**config.mk**
```make
export PLATFORM = sky130hd
export DESIGN_NAME = pc
export DESIGN_NICKNAME = d
export VERILOG_FILES = /design/src/rtl/pc_pkg.sv /design/src/rtl/pc_branch_adder.sv /design/src/rtl/pc.sv
export SDC_FILE = /design/constraint.sdc
export NUM_CORES = 1
export LEC_CHECK = 0
export ABC_AREA = 1
export CAP_MARGIN = 10
export CORE_ASPECT_RATIO = 1.4
export CORE_MARGIN = 4
export CORE_UTILIZATION = 44
export CTS_BUF_LIST = sky130_fd_sc_hd__clkbuf_8 sky130_fd_sc_hd__clkbuf_16
export DETAILED_ROUTE_END_ITERATION = 12
export PLACE_DENSITY_LB_ADDON = 0.08
export SYNTH_ARGS = -nofsm -noshare
export SYNTH_HDL_FRONTEND = slang
export SYNTH_HIERARCHICAL = 1
export SYNTH_SLANG_ARGS = --single-unit
```
**constraint.sdc**
```tcl
create_clock -name clk -period 4.1 [get_ports clk]
set_input_delay 0.82 -clock clk [delete_from_list [all_inputs] [get_ports clk]]
set_output_delay 0.82 -clock clk [all_outputs]
set_load 0.005 [all_outputs]
```
**src/rtl/pc_pkg.sv**
```systemverilog
// Shared constants and next-PC source select for the PC unit.
// Holds vector defaults, increment step and the select enum.
package pc_pkg;

  localparam logic [31:0] PC_RESET_DEFAULT = 32'h0000_0000;
  localparam logic [31:0] PC_EXC_DEFAULT   = 32'h0000_0080;
  localparam logic [31:0] PC_INC           = 32'd4;

  typedef enum logic [2:0] {
    SEL_RESET,
    SEL_EXC,
    SEL_ERET,
    SEL_JR,
    SEL_JUMP,
    SEL_BRANCH,
    SEL_SEQ
  } pc_sel_e;

endpackage

```
**src/rtl/pc_branch_adder.sv**
```systemverilog
// Branch target adder: pc_plus4 + (word offset << 2), modulo 2^32.
// Ports: pc_plus4, offset (sign-extended words) -> target.
module pc_branch_adder (
  input  logic [31:0] pc_plus4,
  input  logic [31:0] offset,
  output logic [31:0] target
);

  logic unused_hi;
  assign unused_hi = ^offset[31:30];

  assign target = pc_plus4 + {offset[29:0], 2'b00};

endmodule

```
**src/rtl/pc.sv**
```systemverilog
// Next-PC select: boot, exception, ERET, JR, J, branch, pc+4.
// Ports: clk, rst, pc/operand inputs, control flags -> final_pc.
// Macro PC_ALIGN_EN clears bits [1:0] of JR and ERET targets.
module pc
  import pc_pkg::*;
#(
  parameter logic [31:0] RESET_VECTOR = PC_RESET_DEFAULT,
  parameter logic [31:0] EXC_VECTOR   = PC_EXC_DEFAULT
) (
  input  logic        clk,
  input  logic        rst,
  input  logic [31:0] present_pc,
  input  logic [31:0] extend_inst,
  input  logic [31:0] instr,
  input  logic [31:0] regfile_r1,
  input  logic [31:0] cp0_pcout,
  input  logic        equal,
  input  logic        bneorbeq,
  input  logic        branch,
  input  logic        jump,
  input  logic        isjr,
  input  logic        iseret,
  input  logic        iscop0,
  input  logic        hasexp,
  output logic [31:0] final_pc
);

  logic        boot_q;
  logic [31:0] pc_plus4;
  logic [31:0] br_tgt;
  logic [31:0] j_tgt;
  logic [31:0] jr_tgt;
  logic [31:0] eret_tgt;
  logic        br_taken;
  pc_sel_e     sel;

  // Boot flag follows rst: set on any rst edge,
  // cleared on the first edge with rst low.
  always_ff @(posedge clk) begin
    boot_q <= rst;
  end

  assign pc_plus4 = present_pc + PC_INC;
  assign br_taken = branch & (equal ^ bneorbeq);
  assign j_tgt    = {pc_plus4[31:28],
                     instr[25:0], 2'b00};

  pc_branch_adder u_badd (
    .pc_plus4 (pc_plus4),
    .offset   (extend_inst),
    .target   (br_tgt)
  );

`ifdef PC_ALIGN_EN
  assign jr_tgt   = {regfile_r1[31:2], 2'b00};
  assign eret_tgt = {cp0_pcout[31:2], 2'b00};
`else
  assign jr_tgt   = regfile_r1;
  assign eret_tgt = cp0_pcout;
`endif

  logic unused_bits;
  assign unused_bits = ^{instr[31:26],
                         regfile_r1[1:0],
                         cp0_pcout[1:0]};

  // Fixed priority; overlapping controls are legal.
  always_comb begin
    sel = SEL_SEQ;
    if (boot_q)
      sel = SEL_RESET;
    else if (hasexp)
      sel = SEL_EXC;
    else if (iseret && iscop0)
      sel = SEL_ERET;
    else if (isjr)
      sel = SEL_JR;
    else if (jump)
      sel = SEL_JUMP;
    else if (br_taken)
      sel = SEL_BRANCH;
  end

  always_comb begin
    final_pc = pc_plus4;
    unique case (sel)
      SEL_RESET:  final_pc = RESET_VECTOR;
      SEL_EXC:    final_pc = EXC_VECTOR;
      SEL_ERET:   final_pc = eret_tgt;
      SEL_JR:     final_pc = jr_tgt;
      SEL_JUMP:   final_pc = j_tgt;
      SEL_BRANCH: final_pc = br_tgt;
      default:    final_pc = pc_plus4;
    endcase
  end

endmodule

```
==> results of run 1 <==
-- cells in the mapped netlist --
master,instances
nand2_1,379
inv_1,141
nor2_1,74
nand3_1,65
nand4_1,64
ha_1,30
nand2_2,26
xor2_1,21
a21oi_1,18
buf_2,15
nor2_2,13
nand3b_1,10
xnor2_1,9
nor2_4,8
inv_2,7
buf_4,5
nand3_2,5
nor3_2,4
o21bai_1,4
clkbuf_1,3
xor2_2,3
a21oi_2,2
nand2_4,2
xnor2_2,2
a21o_1,1
clkinv_1,1
dfxtp_1,1
fa_1,1
nor3b_2,1
o21ai_0,1
o21ai_1,1
-- what timing repair did --
action	in CTS
resized for setup	317
setup endpoints to repair	28
buffers inserted	52
pin swaps	98
-- cells by family after synthesis --
kind of cell | Yosys count | share of synthesized area
AND/OR/NAND/NOR | 651 | 0.649
buffers and inverters | 172 | 0.150
XOR/XNOR | 35 | 0.0755
adder cells (fa/ha/maj) | 31 | 0.0867
AO/OA/AOI/OAI | 27 | 0.0340
flip-flops | 1 | 0.00439
-- per-layer routing --
layer,track usage,GRT overflow
met1,0.837,12
met2,1.47,1210
met4,1.19,294
met5,0.150,0
met3,0.657,14
-- stage by stage --
step                 util  hold slack (ns)  std cells
CTS                 0.888             1.27       1426
detailed placement  0.767             1.28       1374
global placement    0.767             1.27       1374
floorplan               -            0.848        917
==> run metrics, run 1 <==
post-synthesis cell area=0.00456 mm2; largest net degree at the start of global routing=31; flops & latches, synth=1; synth top area cells=nand2_1, inv_1, nand4_1; sequential fraction of the synthesis area=0.00439; post-DP HPWL=17900 um; YS warnings=6; io pins=202; mean post-synth cell area=4.97 um2; Failed at=global routing (5_1_grt); Initial Utilization=0.455; Worst EP post-GRT repair=final_pc[28]; leading area contributor after synthesis=nand2_1; Mapped Cells=917; pre-CTS setup slack=-0.908 ns; Die Ht=128 um; top-area cell type share of the netlist area=0.312; status=aborted with a tool error; Syn Nets=1118; Site Rows=43; remaining global-route overflow=1530; Total GRT Usage=1.01; WEP type=top-level output; Die Span X=94.0 um; # port buffers=193; stop err=[ERROR GRT-0232] Routing congestion too high. Check the congestion heatmap in the GUI.; gpl congestion=1.00; placed cell area=0.00768 mm2; Synth cell types=31; cts hold-fix bufs=0
==> run 2, diff against run 1 <==
- CORE_ASPECT_RATIO: 1.4 -> default
- CORE_UTILIZATION: 44 -> 40
- CTS_BUF_LIST: sky130_fd_sc_hd__clkbuf_8 sky130_fd_sc_hd__clkbuf_16 -> default
- PLACE_DENSITY_LB_ADDON: 0.08 -> 0.15
==> run metrics, run 2 <==
Met2 Wirelength=12800 um; Syn Nets=1118 (unchanged); drt first pass iters=8; Initial Utilization=0.415 (-0.0405); Top Registers=boot_q x1; final hold slack=1.28 ns; Slew Viols, Final=0; fin crit period=4.30 ns; YS warnings=6 (unchanged); most common flop cell mapped by yosys=dfxtp_1; Net Sw Frac=0.520; n_diodes=0; Via density=5.75; Post-synth ARST share=0 (unchanged); top-area cell type share of the netlist area=0.312 (unchanged); total core area=0.0110 mm2; clk slew on worst S/H paths=0 ns; RSZ-0062 raised after global routing=yes; status=finished, violations left; HP Class=input pin to register; CP arrival=3.48 ns; largest family of logic cells by synthesized area=simple AND/OR/NAND/NOR gates; Die Span X=115 um (+22%); P_leak=4.67 nW; compound-cell area share of the yosys netlist=0.0340 (unchanged); Critical Path RT=3.28 ns; antenna violations before repair=0; post-synthesis cell area=0.00456 mm2 (unchanged); simple-gate share of the synthesized area=0.649 (unchanged); synthesis-to-finish area growth=105%; flops & latches, synth=1 (unchanged); failing checks=negative setup slack; mean post-synth cell area=4.97 um2 (unchanged); PD cells=127 mW/mm2; period utilization=1.05; largest register by flop count=boot_q; # port buffers=193 (unchanged); leading area contributor after synthesis=nand2_1; Die Ht=115 um (-11%); sequential fraction of the synthesis area=0.00439 (unchanged); first-pass GRT wire length=35300 um; final hold viol count=0; max reg flops=1; DR WL met3=3200 um; Worst IR Drop VDD=0.117 mV; Crit path top cell by count=nand2_1; buffers and inverters on the worst path=5; Max-slew headroom=0.635; Total GRT Usage=0.328; max frequency=233 MHz; CP max stage delay=0.26 ns; cts hold-fix bufs=0 (unchanged); Final WS setup=-0.198 ns; gpl congestion=0.998 (-0.74%); vias in the first global route=7172; Startpoint Class=input pin; synth top area cells=nand2_1, inv_1, nand4_1; pre-CTS setup slack=-0.912 ns (-0.00383 ns); drc violations=0; Crit Path Max Fanout=4; via count=8203; sequential share of power=0.009; fin nets=1489; io pins=202 (unchanged); largest net degree at the start of global routing=33; Worst Path Class, Setup=input pin to output port; register area=20.0 um2; multi-input logic area=0.00526 mm2; critical path capture point type=output port; Site Rows=38 (-12%); critical-path cell list=buf_4 > nand2_2 > nor2_4 > nand2_4 > buf_12 > nor2_4 > xor2_4 > ha_4 > nand2_1 > nand2_1 > inv_2 > nor2_1 > nor2_1 > nand2_1 > nand2_2 > nand4_1 > nand2_1 > nand4_1 > nand3_1 > inv_1 > nand2_1 > buf_2; # Max-Cap Violations=0; XOR/XNOR share of the synthesized area=0.0755 (unchanged); Mapped Cells=917 (unchanged); Slowest cell on crit path=ha_4; initial drt markers=951; NetSw=618 uW; most frequent cells in the layout=nand2_1, buf_4, clkdlybuf4s50_1; most frequent cell after synthesis=nand2_1; final setup vio count=11; Synth cell types=31 (unchanged); drt total wl=28500 um; EDFF count, synth=0 (unchanged); Clk network pwr share=0; Fillers=624; Die Area=0.0132 mm2; remaining global-route overflow=0; Combinational Power Share=0.991; multiplexer share of the synthesized area=0 (unchanged); Synth Area in Adders=0.0867 (unchanged); post-DP HPWL=17200 um (-3.8%); cell-internal power=571 uW; most common cell after layout, fill and taps aside=nand2_1; Antenna Nets Post-Route=0; measured slew at the worst slew-check pin=0.546 ns; wire per inst=20.0 um; share of layout cells above drive strength 1=0.401; synth cell count leaders=nand2_1, inv_1, nor2_1; met1 wire length=10000 um; highest routed layer=met4; family with the most delay on the worst path=simple AND/OR/NAND/NOR gates
run 2: cell counts after synthesis:
No cell type changed its count.
run 2: worst paths after layout:
kind,start,end,slack [ns],cells after the start
hold / removal,rst,boot_q,1.28,1
setup / recovery,present_pc[4],final_pc[28],-0.20,22
run 2: logic make-up (layout without fill, tap and decap cells):
group / after synthesis / after routing
AO/OA/AOI/OAI: 27 / 27
adder cells (fa/ha/maj): 31 / 31
flip-flops: 1 / 1
AND/OR/NAND/NOR: 651 / 651
XOR/XNOR: 35 / 35
buffers and inverters: 172 / 541
run 2: what timing repair did:
action | CTS | global route
setup endpoints to repair | 28 | 28
resized for setup | 308 | 189
buffers inserted | 35 | 14
pin swaps | 91 | 112
run 2: metal layers:
metal	up-vias	GRT usage
met5	-	0
met4	0	0.131
met3	234	0.0337
met2	779	0.579
met1	3575	0.407
li1	3615	-
run 2: layout make-up:
| class | instances | share of cell area |
|---|---|---|
| well taps | 140 | 0.0187 |
| flip-flops and latches | 1 | 0.00214 |
| inverters | 149 | 0.0602 |
| repair buffers | 392 | 0.357 |
| multi-input cells | 744 | 0.562 |
run 2: power groups by stage:
| stage | combinational [mW] | clock, mW | sequential (mW) |
|---|---|---|---|
| floorplan | 0.389 | 0 | 0.0107 |
| global placement | 0.841 | 0 | 0.0108 |
| detailed placement | 0.850 | 0 | 0.0108 |
| CTS | 0.983 | 0 | 0.0108 |
| global route | 1.23 | 0 | 0.0108 |
| finish | 1.18 | 0 | 0.0107 |
run 2: metrics by stage:
stage,util,cell area [um2],power (mW),cells,setup TNS (ns)
2_1_floorplan,-,4560,0.400,917,0
3_3_place_gp,0.699,7680,0.852,1377,-19.65
3_5_place_dp,0.699,7680,0.861,1377,-20.19
4_1_cts,0.798,8770,0.994,1412,-0.00416
5_1_grt,0.852,9360,1.24,1426,-2.29
6_report,0.852,9360,1.19,1426,-1.01
(Power assumes the default switching activity.)
==> run 3, diff against run 2 <==
- REMOVE_ABC_BUFFERS: default -> 1
- clock period: 4.1 -> 4.9 ns (I/O delays scaled with it)
==> run metrics, run 3 (synthesis gave the netlist of run 2 again) <==
status=finished clean; post-DP HPWL=16400 um (-4.9%); cts hold-fix bufs=0 (unchanged); Die Ht=115 um (unchanged); Top Registers=boot_q x1; max frequency=209 MHz; initial drt markers=444 (-53%); placed cell area=0.00756 mm2 (-1.6%); n_diodes=0 (unchanged); measured slew at the worst slew-check pin=0.641 ns (+0.0950 ns); max reg flops=1 (unchanged); final non-filler cell area=0.00853 mm2 (-8.9%); Slew Viols, Final=0 (unchanged); largest register by flop count=boot_q; most frequent cells in the layout=nand2_1, buf_4, clkdlybuf4s50_1; Fillers=872 (+40%); via count=7182 (-12%); first-pass GRT wire length=31700 um (-10%); CP arrival=3.81 ns (+0.33 ns); P_leak=4.36 nW (-6.7%); Final WS setup=0.106 ns (+0.304 ns); pre-CTS setup slack=-0.463 ns (+0.449 ns); Worst IR Drop VDD=0.0643 mV (-45%); post-layout util=0.777 (-0.0754); Crit Path Max Fanout=4 (unchanged); fin nets=1457 (-2.1%); Startpoint Class=input pin; total core area=0.0110 mm2 (unchanged); antenna violations before repair=0 (unchanged); Via density=5.15 (-10%); fin crit period=4.79 ns; critical path capture point type=output port; synthesis-to-finish area growth=87.2%; HP Class=input pin to register; PD cells=97.0 mW/mm2 (-24%); drc violations=0 (unchanged); Max-slew headroom=0.570 (-0.0647); Total GRT Usage=0.295 (-0.0328); # Max-Cap Violations=0 (unchanged); share of layout cells above drive strength 1=0.275 (-0.126); final hold viol count=0 (unchanged); period utilization=0.978; final hold slack=1.43 ns (+0.148 ns); drt first pass iters=6 (-2); io pins=202 (unchanged); Critical Path RT=3.92 ns (+0.64 ns); Worst Path Class, Setup=input pin to output port; remaining global-route overflow=0 (unchanged); Final Power=828 uW (-30%); drt total wl=21200 um (-26%); wire per inst=15.2 um (-24%); multi-input logic area=0.00461 mm2 (-12%); # port buffers=193 (unchanged); setup TNS=0 ns (+1.01 ns); register area=20.0 um2 (unchanged); Antenna Nets Post-Route=0 (unchanged); gpl congestion=0.999 (+0.11%); most common cell after layout, fill and taps aside=nand2_1; Initial Utilization=0.415 (unchanged); Die Area=0.0132 mm2 (unchanged); Placed Cells=1362 (-1.1%); Site Rows=38 (unchanged); clk slew on worst S/H paths=0 ns (unchanged); fin cells=1394 (-2.2%); vias in the first global route=6741 (-6.0%); largest net degree at the start of global routing=31 (-6.1%); Die Span X=115 um (unchanged); final setup vio count=0 (-11)
==> run 3: cell types whose count changed in the layout (fill, tap and decap cells not counted), sizes merged <==
cell           delta
clkinvlp          -1
clkbuf            -8
clkinv            +1
clkdlybuf4s15     +3
dlygate4sd2      +17
buf              -59
dlymetal6s2s      +9
clkdlybuf4s50     +6
==> run 3: worst paths after layout <==
| kind | start | end | slack [ns] | cells past startpoint |
|---|---|---|---|---|
| hold / removal | rst | boot_q | 1.43 | 1 |
| setup / recovery | present_pc[4] | final_pc[16] | 0.11 | 19 |
==> run 3: power breakdown <==
group	internal, mW	switching, mW
Combinational	0.416	0.403
Clock	0	0
Sequential	0.00876	0.000215
Total	0.424	0.403
==> run 3: metal layers <==
layer / track usage / part of all wire / wire, um / vias to the layer above
met3: 0.0458 / 0.084 / 1780 / 58
met4: 0.0970 / 0.039 / 834 / 0
li1: - / - / - / 3537
met1: 0.347 / 0.38 / 8120 / 3267
met5: 0 / 0 / 0 / -
met2: 0.544 / 0.49 / 10500 / 320
==> run 3: final cells by class <==
type / instances / area share
Timing Repair Buffer: 360 / 0.372
Multi-Input combinational cell: 744 / 0.540
Tap cell: 140 / 0.0205
Sequential cell: 1 / 0.00235
Inverter: 149 / 0.0656
==> run 3: worst max-delay path, stage by stage <==
cell	delay, ns
clkdlybuf4s15_1	0.31
nand2_2	0.15
nor2_4	0.17
nand2_4	0.10
nor2_4	0.14
buf_12	0.12
xor2_4	0.21
ha_4	0.25
nand2_1	0.06
nand2_1	0.08
a21oi_2	0.19
buf_4	0.14
buf_4	0.10
o21bai_1	0.08
nor2_1	0.17
xnor2_1	0.14
nand4_1	0.11
nand4_1	0.10
clkdlybuf4s15_1	0.21
==> run 3: timing repair <==
action	CTS	global route
gates resized for setup	126	63
buffers inserted	20	12
pin swaps	43	32
endpoints found under the setup margin	26	24
